--- config.mk ---
export PLATFORM = sky130hd
export DESIGN_NAME = fetch_stage
export DESIGN_NICKNAME = d
export VERILOG_FILES = /design/src/rtl/fetch_stage.sv
export SDC_FILE = /design/constraint.sdc
export NUM_CORES = 1
export LEC_CHECK = 0
export ABC_AREA = 0
export BUFFER_PORTS_ARGS = -buffer_cell sky130_fd_sc_hd__buf_4
export CORE_AREA = 2 2 119 208
export CTS_CLUSTER_DIAMETER = 50
export DETAILED_ROUTE_END_ITERATION = 8
export DIE_AREA = 0 0 121 210
export PLACE_DENSITY = 0.83
export RECOVER_POWER = 100
export SLEW_MARGIN = 20
export SYNTH_ARGS = -nofsm -noshare
export SYNTH_HDL_FRONTEND = slang
export SYNTH_SLANG_ARGS = --single-unit
--- constraint.sdc ---
create_clock -name i_clk -period 2.6 [get_ports i_clk]
set_input_delay 0.39 -clock i_clk [delete_from_list [all_inputs] [get_ports i_clk]]
set_output_delay 0.39 -clock i_clk [all_outputs]
set_load 0.005 [all_outputs]
--- src/rtl/fetch_stage.sv ---
// RV32I instruction-fetch stage: PC register, single-outstanding imem handshake, IF/ID register.
// Optional macro FETCH_PERF_EN adds IF/ID load and bubble counters.
module fetch_stage #(
  parameter int                    DATA_WIDTH = 32,
  parameter logic [DATA_WIDTH-1:0] RESET_PC   = 32'h0000_0000,
  parameter logic [DATA_WIDTH-1:0] NOP_INSTR  = 32'h0000_0013
) (
  input  logic                  i_clk,
  input  logic                  i_rst_n,
  input  logic                  i_pcsrc_e,
  input  logic [DATA_WIDTH-1:0] i_pc_target_e,
  input  logic                  i_stall,
  input  logic                  i_flush_d,
  output logic                  o_imem_req,
  output logic [DATA_WIDTH-1:0] o_imem_addr,
  input  logic                  i_imem_valid,
  input  logic [DATA_WIDTH-1:0] i_imem_rdata,
  output logic [DATA_WIDTH-1:0] o_instr_d,
  output logic [DATA_WIDTH-1:0] o_pc_d,
  output logic [DATA_WIDTH-1:0] o_pc4_d,
  output logic                  o_valid_d
`ifdef FETCH_PERF_EN
  ,
  output logic [31:0]           o_fetch_cnt,
  output logic [31:0]           o_bubble_cnt
`endif
);

  localparam logic [DATA_WIDTH-1:0] PC_INC = DATA_WIDTH'(32'd4);

  typedef enum logic [1:0] {
    S_FETCH = 2'd0,
    S_DRAIN = 2'd1,
    S_HOLD  = 2'd2
  } state_t;

  state_t                r_state;
  state_t                w_state_next;
  logic [DATA_WIDTH-1:0] r_pc_f;
  logic [DATA_WIDTH-1:0] w_pc_next;
  logic [DATA_WIDTH-1:0] r_req_addr;
  logic [DATA_WIDTH-1:0] r_hold_instr;
  logic [DATA_WIDTH-1:0] r_hold_pc;
  logic [DATA_WIDTH-1:0] r_instr_d;
  logic [DATA_WIDTH-1:0] r_pc_d;
  logic [DATA_WIDTH-1:0] r_pc4_d;
  logic                  r_valid_d;
  logic                  w_capture;
  logic                  w_load_ok;
  logic [DATA_WIDTH-1:0] w_load_instr;
  logic [DATA_WIDTH-1:0] w_load_pc;
  logic                  w_ifid_load;
  logic                  w_ifid_bubble;

  // Request is dropped during reset so an abandoned transaction cannot complete.
  assign o_imem_req  = i_rst_n & (r_state != S_HOLD);
  assign o_imem_addr = r_req_addr;
  assign o_instr_d   = r_instr_d;
  assign o_pc_d      = r_pc_d;
  assign o_pc4_d     = r_pc4_d;
  assign o_valid_d   = r_valid_d;

  // Next-state and next-PC selection; redirect outranks stall outranks advance.
  always_comb begin
    w_state_next = r_state;
    w_pc_next    = r_pc_f;
    w_capture    = 1'b0;
    w_load_ok    = 1'b0;
    w_load_instr = r_hold_instr;
    w_load_pc    = r_hold_pc;
    case (r_state)
      S_FETCH: begin
        w_load_instr = i_imem_rdata;
        w_load_pc    = r_pc_f;
        if (i_pcsrc_e) begin
          w_pc_next    = i_pc_target_e;
          w_state_next = i_imem_valid ? S_FETCH : S_DRAIN;
        end else if (i_imem_valid) begin
          if (i_stall) begin
            w_capture    = 1'b1;
            w_state_next = S_HOLD;
          end else begin
            w_load_ok = 1'b1;
            w_pc_next = r_pc_f + PC_INC;
          end
        end else begin
          w_pc_next = r_pc_f;
        end
      end
      S_DRAIN: begin
        if (i_pcsrc_e) begin
          w_pc_next = i_pc_target_e;
        end else begin
          w_pc_next = r_pc_f;
        end
        if (i_imem_valid) begin
          w_state_next = S_FETCH;
        end else begin
          w_state_next = S_DRAIN;
        end
      end
      S_HOLD: begin
        if (i_pcsrc_e) begin
          w_pc_next    = i_pc_target_e;
          w_state_next = S_FETCH;
        end else if (!i_stall) begin
          w_load_ok    = 1'b1;
          w_pc_next    = r_hold_pc + PC_INC;
          w_state_next = S_FETCH;
        end else begin
          w_state_next = S_HOLD;
        end
      end
      default: begin
        w_state_next = S_FETCH;
        w_pc_next    = RESET_PC;
      end
    endcase
  end

  // IF/ID write selection: a redirect or flush forces a bubble, stall freezes, otherwise load.
  always_comb begin
    w_ifid_load   = 1'b0;
    w_ifid_bubble = 1'b0;
    if (i_pcsrc_e || i_flush_d) begin
      w_ifid_bubble = 1'b1;
    end else if (i_stall) begin
      w_ifid_bubble = 1'b0;
    end else if (w_load_ok) begin
      w_ifid_load = 1'b1;
    end else begin
      w_ifid_bubble = 1'b1;
    end
  end

  // PC, request address, hold buffer and IF/ID registers.
  always_ff @(posedge i_clk) begin
    if (!i_rst_n) begin
      r_state      <= S_FETCH;
      r_pc_f       <= RESET_PC;
      r_req_addr   <= RESET_PC;
      r_hold_instr <= NOP_INSTR;
      r_hold_pc    <= RESET_PC;
      r_instr_d    <= NOP_INSTR;
      r_pc_d       <= '0;
      r_pc4_d      <= '0;
      r_valid_d    <= 1'b0;
    end else begin
      r_state <= w_state_next;
      r_pc_f  <= w_pc_next;
      // The address is frozen outside FETCH so a pending response stays matched to it.
      if (w_state_next == S_FETCH) begin
        r_req_addr <= w_pc_next;
      end
      if (w_capture) begin
        r_hold_instr <= i_imem_rdata;
        r_hold_pc    <= r_pc_f;
      end
      if (w_ifid_bubble) begin
        r_instr_d <= NOP_INSTR;
        r_valid_d <= 1'b0;
      end else if (w_ifid_load) begin
        r_instr_d <= w_load_instr;
        r_pc_d    <= w_load_pc;
        r_pc4_d   <= w_load_pc + PC_INC;
        r_valid_d <= 1'b1;
      end
    end
  end

`ifdef FETCH_PERF_EN
  logic [31:0] r_fetch_cnt;
  logic [31:0] r_bubble_cnt;

  assign o_fetch_cnt  = r_fetch_cnt;
  assign o_bubble_cnt = r_bubble_cnt;

  // Performance counters for real and bubble IF/ID loads; both wrap naturally.
  always_ff @(posedge i_clk) begin
    if (!i_rst_n) begin
      r_fetch_cnt  <= 32'd0;
      r_bubble_cnt <= 32'd0;
    end else begin
      if (w_ifid_load) begin
        r_fetch_cnt <= r_fetch_cnt + 32'd1;
      end
      if (w_ifid_bubble) begin
        r_bubble_cnt <= r_bubble_cnt + 32'd1;
      end
    end
  end
`endif

endmodule

==> impl_metrics.yaml <==
sta:
  worst_pin_slew_ns: 0.892
  hold_viol: 0
  finalSetupTns_ns: 0
  max_slew_margin_pct: 40.6
  skew_ns: 0.0218
  fin_crit_sh_pct: 98.5
  rsz0062_at_grt: "no"
  setup_viol: 0
  fmax_mhz: 391
  slew_viol_final: 0
  min_period_ns: 2.56
critical_path:
  crit_arrival_ns: 3.01
  required_ns: 3.05
  critical_path_class: "reg -> reg"
  crit_fanout: 7
  cp_slowest_stage_delay_ns: 0.54
  slowest_stage: "dfxtp_1"
  crit_family: "simple AND/OR/NAND/NOR gates"
  end_kind: "flip-flop"
  cp-start-kind: "flip-flop"
  cp.buffers_inverters: 1
  cp_cell_sequence: "nand4_1, clkbuf_1, nor4_4, nand2_1, o21ai_0, a31oi_1, a21oi_1"
drt:
  drc: 0
  via_per_inst: 6.33
  antenna_left: 0
  dr_total_vias: 12600
  dr.pass1.iters: 6
  wl_per_cell_microns: 22.7
  drt_wl_total_mm: 45.1
  drt-initial-drc-count: 1319
die:
  io_pins: 200
  dieArea_sq_mm: 0.0254
  core_sq_mm: 0.0237
  chipHeight_microns: 210
  initial_core_util_pct: 48.5
  fp.dieW_microns: 121
  rows: 75
cts:
  numCtsBuffers: 22
  clock_path_buffers: 3
  clock_latency_ns: 0.53
  cts_tree: "done"
  cts_num_sinks: 225
  post_cts_buffers: 0
  htreeDepth: 1
  clockRootBuffer: "clkbuf_16"
  cts.clk_slew.worst_paths_ns: 0.07
yosys:
  ys_ff_latch: 225
  async_reset_ff_share_pct: 0
  synth_common_cells: "nand2_1 (269), dfxtp_1 (225), nor2_1 (127), a21oi_1 (117), clkbuf_1 (86)"
  synth_seq_area_share_pct: 39.1
  yosysMostFrequentCell: "nand2_1"
  synth_top_cell_by_area: "dfxtp_1"
  yosysWarnings: 0
  syn-num-nets: 1548
  synth_area_sq_mm: 0.0115
  synth_edf_count: 0
  synth.area.top_cells: "dfxtp_1 (39%), nand2_1 (8.8%), a21oi_1 (5.1%), nor2_1 (4.1%), mux2i_1 (3.5%)"
  synth.avg_cell_area_sq_um: 7.80
  ys.flop_type: "dfxtp_1"
  synth.distinct_cells: 81
  synth_cells: 1475
  yosys.area.top_type_share_pct: 39.1
global_route:
  grt_max_degree: 96
  grt_pass1_wl_mm: 68.3
  grt_pass1_vias: 12200
  track_usage_pct: 34.8
  grt_overflow_total: 0
  antenna_found_initial: 0
placed_design:
  place_hpwl_mm: 32.0
  gp_congestion: 1.06
  placedInstanceArea_sq_mm: 0.0137
  port_buffers: 199
cells_and_area:
  n_antenna_cell: 0
  design_area_sq_mm: 0.0144
  layout.nets: 1739
  fillers: 2081
  area.growth.synth_to_final_pct: 25.2
  drive_above_1_share_pct: 20.3
power:
  peakVddDrop_mv: 0.502
  p_per_area_mw_per_mm2: 609
  power.leakage_uw: 0.00557
min_path:
  holdCritPathClass: "in -> reg"
job:
  maxCapViolations: 0
status:
  status: "finished clean"
-- layer usage --
layer | wire, microns | track usage [%]
met5 | 0 | 0
met1 | 14700 | 35.9
met2 | 22500 | 59.9
met3 | 3450 | 6.47
met4 | 4420 | 29.0
-- sequential cells by signal, summed over array words and instances, names as in the netlist --
register	count
o_instr_d	32
r_hold_instr	32
r_pc_f	32
o_imem_addr	32
r_hold_pc	32
o_pc_d	32
r_state	2
o_pc4_d	30
o_valid_d	1
-- per-stage QoR --
stage	hold WS [ns]	util, %	std cells	setup slack (ns)	total power [uW]
floorplan	0.436	-	1475	0.0244	4400
global placement	0.435	57.6	1950	0.0456	4990
detailed placement	0.440	57.6	1950	0.0158	5010
CTS	0.0850	61.2	1987	0.118	8780
global route	0.105	60.7	1987	0.0119	9010
finish	0.0888	60.7	1987	0.0395	8770
-- cells by family (layout without fill, tap and decap cells) --
logic type                 count (synthesis)  in the layout  share of synthesized area, %
AOI/OAI and AO/OA                        374            374                          21.4
DFF                                      225            225                          39.1
and+or+nand+nor                          636            636                          26.4
xor gates and xnor gates                  41             41                          3.12
adders and majority gates                  3              3                         0.326
buffers and inverters                    152            356                          5.57
muxes                                     44             44                          3.97
-- cell type report --
cell class	count	area (sq um)	area share, %
inverter	19	73.8	0.513
tap	308	385	2.68
sequential	225	4510	31.3
clock buffer	23	564	3.92
timing repair buffer	300	2220	15.4
multi-input combinational	1098	6370	44.2
clock inverter	14	288	2.00
-- tightest hold or removal path, delay by kind of cell --
family / cells / cell delay (ns)
buffers and inverters: 1 / 0.10
AND/OR/NAND/NOR: 2 / 0.10
-- path summary, 6_finish.rpt --
path                                from                           end  slack [ns]  cells past startpoint
setup reg to reg    r_pc_f[8]$_SDFF_PN0_  o_imem_addr[13]$_SDFFE_PN0N_        0.04                      7
hold / removal           i_imem_rdata[0]  r_hold_instr[0]$_SDFFE_PN1P_        0.09                      3
hold reg to reg   o_valid_d$_SDFFE_PP0P_        o_valid_d$_SDFFE_PP0P_        0.45                      2
setup / recovery    r_pc_f[8]$_SDFF_PN0_  o_imem_addr[13]$_SDFFE_PN0N_        0.04                      7
-- cell usage in the layout (no fill, tap or decap), drive strengths merged, types with 5 or more instances in the layout --
cell and instances:
a211oi 33, a21o 6, a21oi 117, a221oi 10, a311oi 24, a31oi 20
and2 17, and3 23, and4 7, buf 161, bufinv 8, clkbuf 162
clkinv 5, dfxtp 225, inv 19, mux2i 41, nand2 270, nand2b 13
nand3 55, nand4 26, nand4bb 8, nor2 128, nor2b 5, nor3 34
nor4 14, o211ai 18, o21a 9, o21ai 66, o221ai 8, o22ai 6
o311ai 8, o31ai 10, or2 5, or3 9, or4 8, xnor2 18
xor2 23
-- power by group --
group | internal (uW) | total, uW | switching [uW]
Sequential | 3590 | 3750 | 156
Combinational | 488 | 1210 | 719
Clock | 2380 | 3810 | 1440
-- timing repair --
item	CTS	global route
hold buffers	0	0
resized for setup	1	2
cloned	0	0
endpoints found under the setup margin	1	2
Note: power is estimated with default switching activity, not from simulation.
